--- src/rtl/consumer_fetch_pkg.sv ---
// -----------------------------------------------------------------------------
// consumer_fetch_pkg
// Shared types and helpers for the consumer fetch path: FSM state encoding,
// pointer type, element-to-byte shift and the ring-pointer increment.
// -----------------------------------------------------------------------------
package consumer_fetch_pkg;

  localparam int PTR_WIDTH  = 16;
  // One element is one 64-bit word, so element index -> byte offset is << 3.
  localparam int ELEM_SHIFT = 3;

  typedef logic [PTR_WIDTH-1:0] ptr_t;

  typedef logic [1:0] state_t;
  localparam state_t S_IDLE = 2'd0;
  localparam state_t S_REQ  = 2'd1;
  localparam state_t S_WAIT = 2'd2;

  // Advance a ring pointer, wrapping from fifo_len-1 back to 0.
  function automatic ptr_t ptr_incr(input ptr_t p, input ptr_t len);
    return (p == len - 1'b1) ? '0 : p + 1'b1;
  endfunction

endpackage

--- src/rtl/fifo_config_pkg.sv ---
// -----------------------------------------------------------------------------
// fifo_config_pkg
// Configuration record shared by the producer and consumer paths of the
// memory-resident circular FIFO.
//   base_addr : physical byte address of element 0
//   fifo_len  : number of elements in the ring (>= 2)
// -----------------------------------------------------------------------------
package fifo_config_pkg;

  localparam int CFG_ADDR_W = 40;
  localparam int CFG_PTR_W  = 16;

  typedef struct packed {
    logic [CFG_ADDR_W-1:0] base_addr;
    logic [CFG_PTR_W-1:0]  fifo_len;
  } fifo_config_t;

endpackage

--- src/rtl/consumer_fetch_unit_if.sv ---
// -----------------------------------------------------------------------------
// consumer_fetch_unit_if
// Bundles the tri load bus (request + response) and the accelerator-facing
// valid/ready data stream of the consumer fetch unit.
//   master : the fetch unit side (drives requests and the data stream)
//   slave  : the environment side (tri fabric and accelerator)
// -----------------------------------------------------------------------------
interface consumer_fetch_unit_if #(
  parameter int ADDR_W = 40,
  parameter int DATA_W = 64
);

  logic              tri_req_valid;
  logic              tri_req_ready;
  logic [ADDR_W-1:0] tri_req_addr;
  logic              tri_resp_valid;
  logic [DATA_W-1:0] tri_resp_data;
  logic              consumer_data_valid;
  logic              consumer_data_ready;
  logic [DATA_W-1:0] consumer_data;

  modport master (
    output tri_req_valid, tri_req_addr, consumer_data_valid, consumer_data,
    input  tri_req_ready, tri_resp_valid, tri_resp_data, consumer_data_ready
  );

  modport slave (
    input  tri_req_valid, tri_req_addr, consumer_data_valid, consumer_data,
    output tri_req_ready, tri_resp_valid, tri_resp_data, consumer_data_ready
  );

endinterface

--- src/rtl/consumer_resp_buffer.sv ---
// -----------------------------------------------------------------------------
// consumer_resp_buffer
// Small synchronous FIFO holding load responses until the accelerator takes
// them. DEPTH must be a power of two so the indices wrap naturally.
//   clk, rst_n : clock, asynchronous active-low reset
//   push       : write push_data at the tail (never issued when full)
//   pop        : remove the head entry (ignored when empty)
//   pop_data   : head entry, forced to 0 while empty
//   occupancy  : number of stored entries, 0..DEPTH
//   full/empty : occupancy == DEPTH / occupancy == 0
// -----------------------------------------------------------------------------
module consumer_resp_buffer #(
  parameter int DEPTH  = 2,
  parameter int DATA_W = 64
) (
  input  logic                     clk,
  input  logic                     rst_n,
  input  logic                     push,
  input  logic [DATA_W-1:0]        push_data,
  input  logic                     pop,
  output logic [DATA_W-1:0]        pop_data,
  output logic [$clog2(DEPTH):0]   occupancy,
  output logic                     full,
  output logic                     empty
);

  localparam int IDX_W = (DEPTH > 1) ? $clog2(DEPTH) : 1;
  localparam int CNT_W = $clog2(DEPTH) + 1;

  logic [DATA_W-1:0] mem [DEPTH];
  logic [IDX_W-1:0]  wr_idx;
  logic [IDX_W-1:0]  rd_idx;
  logic [CNT_W-1:0]  count;
  logic              pop_ok;

  assign pop_ok    = pop && !empty;
  assign full      = (count == CNT_W'(DEPTH));
  assign empty     = (count == '0);
  assign occupancy = count;
  // Stale storage is never exposed: the output reads 0 whenever empty.
  assign pop_data  = empty ? '0 : mem[rd_idx];

  // NOTE: the data array has no reset; only the indices and count need one,
  // since an entry is never read before it has been written.
  always_ff @(posedge clk) begin
    if (push) begin
      mem[wr_idx] <= push_data;
    end
  end

  always_ff @(posedge clk or negedge rst_n) begin
    if (!rst_n) begin
      wr_idx <= '0;
      rd_idx <= '0;
      count  <= '0;
    end else begin
      if (push) begin
        wr_idx <= wr_idx + 1'b1;
      end
      if (pop_ok) begin
        rd_idx <= rd_idx + 1'b1;
      end
      case ({push, pop_ok})
        2'b10:   count <= count + 1'b1;
        2'b01:   count <= count - 1'b1;
        default: count <= count;
      endcase
    end
  end

  // The fetch unit's credit check makes an overflowing write impossible.
  a_no_overflow: assert property (@(posedge clk) disable iff (!rst_n) !(push && full));

endmodule

--- src/rtl/consumer_fetch_unit.sv ---
// -----------------------------------------------------------------------------
// consumer_fetch_unit
// Read side of the memory-resident circular FIFO. Issues one tri load at a
// time for elements between fetch_ptr and the producer's tail pointer, buffers
// the returned words and streams them to the accelerator. The published head
// pointer only advances when the accelerator accepts a word, so the producer
// can never overwrite an unconsumed slot.
//   clk, rst_n          : clock, asynchronous active-low reset
//   fifo_config_r       : ring base address and length (stable while enabled)
//   enable_i            : permits new loads
//   tail_ptr_i          : producer tail pointer
//   bus                 : tri request/response and accelerator data stream
//   consumer_head_ptr_o : index of the next element the accelerator consumes
// -----------------------------------------------------------------------------
module consumer_fetch_unit
  import consumer_fetch_pkg::*;
#(
  parameter int ADDR_W    = 40,
  parameter int DATA_W    = 64,
  parameter int PTR_W     = 16,
  parameter int BUF_DEPTH = 2
) (
  input  logic                         clk,
  input  logic                         rst_n,
  input  fifo_config_pkg::fifo_config_t fifo_config_r,
  input  logic                         enable_i,
  input  logic [PTR_W-1:0]             tail_ptr_i,
  consumer_fetch_unit_if.master        bus,
  output logic [PTR_W-1:0]             consumer_head_ptr_o
);

  localparam int CNT_W = $clog2(BUF_DEPTH) + 1;

  state_t            state;
  logic [PTR_W-1:0]  fetch_ptr;
  logic [PTR_W-1:0]  head_ptr;
  logic [ADDR_W-1:0] req_addr;

  logic [ADDR_W-1:0] base_addr;
  logic [PTR_W-1:0]  fifo_len;

  logic              non_empty;
  logic              outstanding;
  logic [CNT_W:0]    credit_sum;
  logic              credit;
  logic              issue;
  logic              buf_push;
  logic              buf_pop;
  logic [CNT_W-1:0]  buf_occupancy;
  logic              buf_full;
  logic              buf_empty;
  logic [DATA_W-1:0] buf_data;

  assign base_addr = fifo_config_r.base_addr[ADDR_W-1:0];
  assign fifo_len  = fifo_config_r.fifo_len[PTR_W-1:0];

  // A load is outstanding from the IDLE->REQ transition until its response.
  assign non_empty   = (fetch_ptr != tail_ptr_i);
  assign outstanding = (state != S_IDLE);
  assign credit_sum  = {1'b0, buf_occupancy} + (CNT_W+1)'(outstanding);
  assign credit      = (credit_sum < (CNT_W+1)'(BUF_DEPTH));
  assign issue       = (state == S_IDLE) && enable_i && non_empty && credit;

  // Responses are only accepted while a load is pending; anything arriving in
  // IDLE (e.g. left over from before a reset) is dropped.
  assign buf_push = (state == S_WAIT) && bus.tri_resp_valid;
  assign buf_pop  = bus.consumer_data_valid && bus.consumer_data_ready;

  always_ff @(posedge clk or negedge rst_n) begin
    if (!rst_n) begin
      state     <= S_IDLE;
      fetch_ptr <= '0;
      head_ptr  <= '0;
      req_addr  <= '0;
    end else begin
      // NOTE: all state here uses non-blocking assignments so every register
      // sees the pre-edge values of the others, independent of statement order.
      case (state)
        S_IDLE: begin
          if (issue) begin
            // Carry out of ADDR_W is intentionally dropped.
            req_addr <= base_addr + (ADDR_W'(fetch_ptr) << ELEM_SHIFT);
            state    <= S_REQ;
          end
        end
        S_REQ: begin
          // Request stays up regardless of enable_i until the fabric takes it.
          if (bus.tri_req_ready) begin
            fetch_ptr <= ptr_incr(fetch_ptr, fifo_len);
            state     <= S_WAIT;
          end
        end
        S_WAIT: begin
          if (bus.tri_resp_valid) begin
            state <= S_IDLE;
          end
        end
        default: state <= S_IDLE;
      endcase

      if (buf_pop) begin
        head_ptr <= ptr_incr(head_ptr, fifo_len);
      end
    end
  end

  consumer_resp_buffer #(
    .DEPTH  (BUF_DEPTH),
    .DATA_W (DATA_W)
  ) u_resp_buffer (
    .clk       (clk),
    .rst_n     (rst_n),
    .push      (buf_push),
    .push_data (bus.tri_resp_data),
    .pop       (buf_pop),
    .pop_data  (buf_data),
    .occupancy (buf_occupancy),
    .full      (buf_full),
    .empty     (buf_empty)
  );

  assign bus.tri_req_valid       = (state == S_REQ);
  assign bus.tri_req_addr        = req_addr;
  assign bus.consumer_data_valid = !buf_empty;
  assign bus.consumer_data       = buf_data;
  assign consumer_head_ptr_o     = head_ptr;

  // Credit accounting guarantees the buffer never fills past capacity.
  a_credit_ok: assert property (@(posedge clk) disable iff (!rst_n) !(buf_push && buf_full));

endmodule
--- src/flat_wrapper.sv ---
// flat-port wrapper written by rule: the top's interface ports become plain ports
module consumer_fetch_unit_flat import consumer_fetch_pkg::*;
#(
  parameter int ADDR_W    = 40,
  parameter int DATA_W    = 64,
  parameter int PTR_W     = 16,
  parameter int BUF_DEPTH = 2
)
  (clk, rst_n, fifo_config_r, enable_i, tail_ptr_i, consumer_head_ptr_o, bus_tri_req_valid, bus_tri_req_addr, bus_consumer_data_valid, bus_consumer_data, bus_tri_req_ready, bus_tri_resp_valid, bus_tri_resp_data, bus_consumer_data_ready);
  consumer_fetch_unit_if #(.ADDR_W(ADDR_W), .DATA_W(DATA_W)) bus_i ();
  input  logic clk;
  input  logic rst_n;
  input  fifo_config_pkg::fifo_config_t fifo_config_r;
  input  logic enable_i;
  input  logic [PTR_W-1:0] tail_ptr_i;
  output logic [PTR_W-1:0] consumer_head_ptr_o;
  output wire logic [$bits(bus_i.tri_req_valid)-1:0] bus_tri_req_valid;
  output wire logic [$bits(bus_i.tri_req_addr)-1:0] bus_tri_req_addr;
  output wire logic [$bits(bus_i.consumer_data_valid)-1:0] bus_consumer_data_valid;
  output wire logic [$bits(bus_i.consumer_data)-1:0] bus_consumer_data;
  input wire logic [$bits(bus_i.tri_req_ready)-1:0] bus_tri_req_ready;
  input wire logic [$bits(bus_i.tri_resp_valid)-1:0] bus_tri_resp_valid;
  input wire logic [$bits(bus_i.tri_resp_data)-1:0] bus_tri_resp_data;
  input wire logic [$bits(bus_i.consumer_data_ready)-1:0] bus_consumer_data_ready;
  assign bus_tri_req_valid = bus_i.tri_req_valid;
  assign bus_tri_req_addr = bus_i.tri_req_addr;
  assign bus_consumer_data_valid = bus_i.consumer_data_valid;
  assign bus_consumer_data = bus_i.consumer_data;
  assign bus_i.tri_req_ready = bus_tri_req_ready;
  assign bus_i.tri_resp_valid = bus_tri_resp_valid;
  assign bus_i.tri_resp_data = bus_tri_resp_data;
  assign bus_i.consumer_data_ready = bus_consumer_data_ready;
  consumer_fetch_unit #(.ADDR_W(ADDR_W), .DATA_W(DATA_W), .PTR_W(PTR_W), .BUF_DEPTH(BUF_DEPTH)) u_core (.clk(clk), .rst_n(rst_n), .fifo_config_r(fifo_config_r), .enable_i(enable_i), .tail_ptr_i(tail_ptr_i), .bus(bus_i), .consumer_head_ptr_o(consumer_head_ptr_o));
endmodule
--- config.mk ---
export PLATFORM = sky130hd
export DESIGN_NAME = consumer_fetch_unit_flat
export DESIGN_NICKNAME = d
export VERILOG_FILES = /design/src/rtl/consumer_fetch_pkg.sv /design/src/rtl/fifo_config_pkg.sv /design/src/rtl/consumer_fetch_unit_if.sv /design/src/rtl/consumer_resp_buffer.sv /design/src/rtl/consumer_fetch_unit.sv /design/src/flat_wrapper.sv
export SDC_FILE = /design/constraint.sdc
export NUM_CORES = 1
export LEC_CHECK = 0
export CAP_MARGIN = 25
export CORE_MARGIN = 8
export CORE_UTILIZATION = 30
export CTS_BUF_LIST = sky130_fd_sc_hd__clkbuf_8 sky130_fd_sc_hd__clkbuf_16
export DETAILED_ROUTE_END_ITERATION = 7
export PLACE_DENSITY = 0.63
export SYNTH_ARGS = -nofsm -noshare
export SYNTH_HDL_FRONTEND = slang
export SYNTH_SLANG_ARGS = --single-unit
--- constraint.sdc ---
create_clock -name clk -period 4.8 [get_ports clk]
set_clock_uncertainty 0.15 [all_clocks]
set_input_delay 0.96 -clock clk [delete_from_list [all_inputs] [get_ports clk]]
set_output_delay 0.96 -clock clk [all_outputs]
set_load 0.005 [all_outputs]
==> results.ini, run 1 <==
[setup_path]
cp-start-kind=input port
r2r_end=u_core.bus.tri_req_addr[21]
ff2ff_setup_slack_ns=1.44
cp.arrival_ns=4.10
crit_path_max_incr_delay_ns=0.73
critPathSlowestCell=or4_2
timing.rr.start=u_core.fetch_ptr[0]
required_ns=5.04
cp_common_cell=xnor2_1
r2r_cells=9
cp_cell_sequence=clkdlybuf4s50_1 > or4b_1 > nor4b_1 > xnor2_1 > xnor2_1 > or4_2 > nor3_1 > o22ai_1
crit_path_end_kind=register
path_class=input port to register
cp_max_fo=9

[yosys]
ys_seq_area_share_pct=54.48
synth-edff-count=128
yosys.area_share.simple_pct=15.20
synthCells=928
synth.top_cells.by_area=edfxtp_1 36%, dfrtp_1 18%, mux2i_1 6.0%
synth-compound-area-share_pct=7.492
synthAdderAreaFrac_pct=2.541
synth_top_family_by_area=simple AND/OR/NAND/NOR gates
avgSynthCellArea_um2=11.46
synth_xor_area_share_pct=10.80
synth.top_cell.area_share_pct=36.13
ys_ff_latch=206
yosys_warnings=0
async_reset_ff_share_pct=37.86
dominantRegCellSynth=edfxtp_1
synth.distinct_cells=66
syn_nets=1091
synth_area_um2=10640
synth_top_cell_by_area=edfxtp_1
synthMuxAreaShare_pct=6.657

[sta]
max_slew.worst_pin.slew_ns=0.9884
post-route-min-period_ns=3.864
worst_slack_ns=0.9362
whs_ns=0.3284
rsz0062_at_grt=false
slew-limit-headroom_pct=33.82
final.period_utilization_pct=80.50
drv_slew=0
fmax_mhz=258.8
finalHoldViolCount=0
setup_viol=0
finalSetupTns_ns=0

[min_path]
min_to=u_core.bus.tri_req_addr[16]
min_path_cells=2
min_path_type=register to register
min_from=u_core.bus.tri_req_addr[16]

[clock_tree]
cts_hold_buffers=0
cts_sinks=206
insertion_delay_ns=0.52
path_clk_slew_ns=0.06
clock_path_buffers=3
post_cts_buffers=0
clock-root-buffer=clkbuf_16
htree_num_levels=1
ctsResizeCount=0
cts_tree=yes
numCtsBuffers=25

[layout]
register_area_um2=5799
nets=1350
area_growth_pct=37.63
drive_gt1_share_pct=7.303
fillers=3371
stdcell_count=1671
multiInputGateArea_um2=4566

[placed_design]
dp_hpwl_um=23290
finalWeightedCongestion=0.9171
place_inst=1621
dp_slack_ns=0.4176
port_buffers=263

[global_route]
grt-ovfl-total=0
antenna_found_initial=6
grt_max_degree=65
grt_usage_pct=14.00
grt_first_pass_wirelength_um=46520
grt_pass1_vias=8093

[floorplan]
die_w_um=204.3
io_pins=264
start_util_pct=30.20
die_h_um=204.3
row_count=69
core_um2=35220
die-area_um2=41740

[routing]
vias=7979
drt-initial-drc-count=306
ant_nets=0
drc=0
vias_per_cell=4.775
wire_per_inst_um=18.35
firstDrtPassIters=4
wl_um=30670

[job]
maxCapViolCount=0

[pwr]
power_density_nw_per_um2=459.7
leakagePower_nw=5.702
irDropWorstVdd_v=0.0002829

[run_status]
status=completed

[stage by stage]
step | area, um2 | power, mW | utilization [%]
floorplan | 10640 | 3.515 | -
global placement | 13810 | 4.957 | 39.21
detailed placement | 13810 | 4.994 | 39.21
CTS | 14630 | 6.858 | 41.53
global route | 14640 | 7.133 | 41.56
finish | 14640 | 6.730 | 41.56
[area by class of cell]
cell class	count	area share, %
Multi-Input combinational cell	653	31.19
Clock inverter	16	0.7863
Clock buffer	29	4.803
Antenna cell	5	0.08546
Timing Repair Buffer	285	19.18
Sequential cell	206	39.61
Inverter	16	0.4102
Tap cell	461	3.940
[metal layers]
layer  vias to the layer above  wire [um]  GRT usage (%)
met3                        51       2055          3.471
met1                      3806      13240          17.43
met5                         -         13              0
met4                         2        724          4.731
li1                       3877          -              -
met2                       243      14630          23.45
[state kept, by name, summed over array words and instances, names as in the netlist]
| register | cells |
|---|---|
| u_core.consumer_head_ptr_o | 16 |
| u_core.u_resp_buffer.rd_idx | 1 |
| u_core.u_resp_buffer.mem | 128 |
| u_core.u_resp_buffer.occupancy | 2 |
| u_core.state | 2 |
| u_core.fetch_ptr | 16 |
| u_core.u_resp_buffer.wr_idx | 1 |
| u_core.bus.tri_req_addr | 40 |
[kinds of logic (layout without fill, tap and decap cells)]
group | after synthesis | count (layout)
AO/OA/AOI/OAI | 124 | 124
buffers and inverters | 69 | 346
XOR/XNOR | 120 | 120
adder cells (fa/ha/maj) | 21 | 21
flip-flops | 206 | 206
multiplexers | 70 | 70
other | 0 | 5
AND/OR/NAND/NOR | 318 | 318
[Yosys cell counts (all sizes together) (2+ instances only)]
library cell and n:
o22ai 2, or3b 3, mux2 6, o31ai 9, nand3 21, nand4 20, a21o 8, inv 15
a21boi 5, a211oi 11, xor2 60, o31a 2, or4 6, o211ai 4, o211a 2, nor4b 6
nand3b 4, buf 15, nor2 114, nor4 15, edfxtp 128, or2 4, nand2 66, xnor3 6
dfrtp 78, ha 20, o21a 3, clkbuf 38, a21oi 21, and3 18, xnor2 53, nor3b 2
nand2b 5, nor3 14, and4 4, or4b 2, a311o 2, nor2b 2, or3 7, and2 4
mux2i 64, o21ai 47
[cell usage in the layout (no fill, tap or decap), types with 21 or more instances in the layout]
cell             synthesis  layout
clkdlybuf4s50_1          0     262
edfxtp_1               128     128
nor2_1                 114     111
dfrtp_1                 78      77
nand2_1                 66      65
mux2i_1                 64      64
xor2_1                  60      60
xnor2_1                 53      53
o21ai_0                 46      46
clkbuf_16                0      27
buf_4                    1      22
a21oi_1                 21      21
nand3_1                 21      21
[critical path, delay by kind of cell]
| kind | cells | cell delay, ns |
|---|---|---|
| and+or+nand+nor | 4 | 2.12 |
| buffers and inverters | 1 | 0.55 |
| xor gates and xnor gates | 2 | 0.34 |
| AOI/OAI and AO/OA | 1 | 0.13 |
[worst max path at each step]
stage | startpoint | end
final | fifo_config_r[2] | u_core.fetch_ptr[4]
after global routing | fifo_config_r[0] | u_core.fetch_ptr[3]
after CTS | fifo_config_r[2] | u_core.fetch_ptr[4]
after detailed placement | fifo_config_r[3] | u_core.fetch_ptr[8]
after global placement | fifo_config_r[0] | u_core.fetch_ptr[15]
after floorplan | bus_tri_resp_valid | u_core.u_resp_buffer.mem[0][0]
[power by group]
part           internal (mW)  leakage (nW)  switching [mW]  total (mW)
clock                   1.10         0.414           0.731        1.83
sequential              2.21          2.15           0.290        2.50
combinational           1.37          3.13            1.02        2.40
Note: power is estimated with default switching activity, not from simulation.
==> inputs of run 2 (changes only) <==
--- a/config.mk
+++ b/config.mk
@@ -10,7 +10,7 @@
 export CORE_UTILIZATION = 30
 export CTS_BUF_LIST = sky130_fd_sc_hd__clkbuf_8 sky130_fd_sc_hd__clkbuf_16
 export DETAILED_ROUTE_END_ITERATION = 7
-export PLACE_DENSITY = 0.63
+export PLACE_DENSITY = 0.65
 export SYNTH_ARGS = -nofsm -noshare
 export SYNTH_HDL_FRONTEND = slang
 export SYNTH_SLANG_ARGS = --single-unit
==> constraint.sdc (replaced) <==
create_clock -name clk -period 3.55 [get_ports clk]
set_clock_uncertainty 0.15 [all_clocks]
set_input_delay 0.71 -clock clk [delete_from_list [all_inputs] [get_ports clk]]
set_output_delay 0.71 -clock clk [all_outputs]
set_load 0.005 [all_outputs]
==> results.ini, run 2 (synthesis results as in run 1) <==
[setup_path]
cp-start-kind=input port
cp.arrival_ns=3.58  ; -0.52 ns
crit_path_start=fifo_config_r[1]
required_ns=3.78  ; -1.26 ns
timing.rr.start=u_core.fetch_ptr[1]
path_class=input port to register
crit_path_end_kind=register
cp_max_fo=14  ; +5

[layout]
layout_commonest_cell=clkdlybuf4s50_1
fillers=3341  ; -0.89%
area_growth_pct=40.17
largest_register=u_core.u_resp_buffer.mem
final_cell_mix=262 x clkdlybuf4s50_1, 128 x edfxtp_1, 111 x nor2_1, 77 x dfrtp_1, 65 x nand2_1
fin_util_pct=42.33  ; +0.77 points
nets=1389  ; +2.9%
drive_gt1_share_pct=10.31  ; +3.0 points
register_area_um2=5799  ; unchanged
multiInputGateArea_um2=4599  ; +0.74%
largest_reg_flops=128  ; unchanged

[pwr]
leakagePower_nw=5.866  ; +2.9%
power_mw=8.905  ; +32%
power_density_nw_per_um2=597.2  ; +30%
irDropWorstVdd_v=0.0004585  ; +62%

[sta]
slew-limit-headroom_pct=51.35  ; +18 points
post-route-min-period_ns=3.352
drv_slew=0  ; unchanged
finalHoldViolCount=0  ; unchanged
fmax_mhz=298.3
final.period_utilization_pct=94.43
setup_viol=0  ; unchanged
finalSetupTns_ns=0  ; unchanged
rsz0062_at_grt=false
whs_ns=0.1040  ; -0.2244 ns
max_slew.worst_pin.slew_ns=0.7297  ; -0.2587 ns

[floorplan]
die_w_um=204.3  ; unchanged
die-area_um2=41740  ; unchanged
start_util_pct=30.20  ; unchanged
row_count=69  ; unchanged
core_um2=35220  ; unchanged
die_h_um=204.3  ; unchanged
io_pins=264  ; unchanged

[routing]
drt-initial-drc-count=380  ; +24%
firstDrtPassIters=5  ; +1
ant_nets=0  ; unchanged
drc=0  ; unchanged
wl_um=30560  ; -0.34%
vias=8110  ; +1.6%
wire_per_inst_um=17.91  ; -2.4%
vias_per_cell=4.754  ; -0.44%

[clock_tree]
ctsResizeCount=0  ; unchanged
path_clk_slew_ns=0.06  ; about the same
cts_hold_buffers=0  ; unchanged
post_cts_buffers=0  ; unchanged
insertion_delay_ns=0.51  ; about the same
clock_path_buffers=3  ; unchanged
htree_num_levels=1  ; unchanged
numCtsBuffers=23  ; -8.0%
cts_sinks=206  ; unchanged
cts_tree=yes
clock-root-buffer=clkbuf_16

[placed_design]
dp_hpwl_um=23470  ; +0.77%
port_buffers=263  ; unchanged
finalWeightedCongestion=0.8679  ; -5.4%

[job]
maxCapViolCount=0  ; unchanged

[global_route]
grt_first_pass_wirelength_um=46940  ; +0.91%
grt_max_degree=53  ; -18%
grt-ovfl-total=0  ; unchanged
grt_pass1_vias=8275  ; +2.2%
grt_usage_pct=14.06  ; +0.059 points
antenna_found_initial=2  ; -4

[min_path]
min_path_type=input port to async pin

[run_status]
status=completed

run 2: changes by cell type in the layout (fill, tap and decap cells not counted), moves of 2 or more:
cell | previous run | this run
clkbuf_8 | 2 | 0
buf_4 | 22 | 59
inv_1 | 20 | 18
clkinv_1 | 4 | 6
buf_12 | 1 | 5
clkbuf_16 | 27 | 23
diode_2 | 5 | 3
run 2: final cells by class:
class	count	share of cell area (%)
antenna	3	0.05035
clock buffer	23	3.860
clock inverter	18	0.8475
inverter	16	0.4028
multi-input combinational	653	30.85
sequential	206	38.89
tap	461	3.868
timing repair buffer	326	21.23
run 2: metrics by stage:
step                      instance area (um2)  worst slack, ns  std cells
after floorplan                         10690          -0.6466        928
after global placement                  14200          -0.3019       1662
after detailed placement                14200          -0.3022       1662
after CTS                               14900           0.2255       1703
after global routing                    14910           0.1289       1705
final                                   14910           0.1978       1706
run 2: critical path: stages:
cell and delay [ns]:
clkdlybuf4s50_1 0.42, inv_1 0.11, ha_4 0.16, or4b_4 0.54, xor2_1 0.17, nor4_1 0.29, o21ai_1 0.13, or4b_4 0.52
nor4b_4 0.32, buf_12 0.17, nor4_1 0.05
run 2: per-layer routing:
metal / wire length [um] / global-route usage [%]
met5: 0 / 0
met3: 1792 / 2.901
met1: 13170 / 17.63
met4: 447 / 3.343
met2: 15150 / 24.48
run 2: worst paths after layout:
check,end,slack (ns),depth (start not counted)
setup / recovery,u_core.consumer_head_ptr_o[2],0.20,11
hold / removal,u_core.fetch_ptr[7],0.10,1
setup reg to reg,u_core.bus.tri_req_addr[13],0.58,8
hold reg to reg,u_core.bus.tri_req_addr[7],0.32,2
max in group asynchronous,u_core.consumer_head_ptr_o[14],2.51,2
min in group clk,u_core.bus.tri_req_addr[7],0.32,2
run 2: where the power goes:
group	leakage, nW	switching [mW]	internal [mW]
Combinational	3.36	1.45	1.92
Clock	0.348	0.956	1.26
Sequential	2.15	0.331	2.99
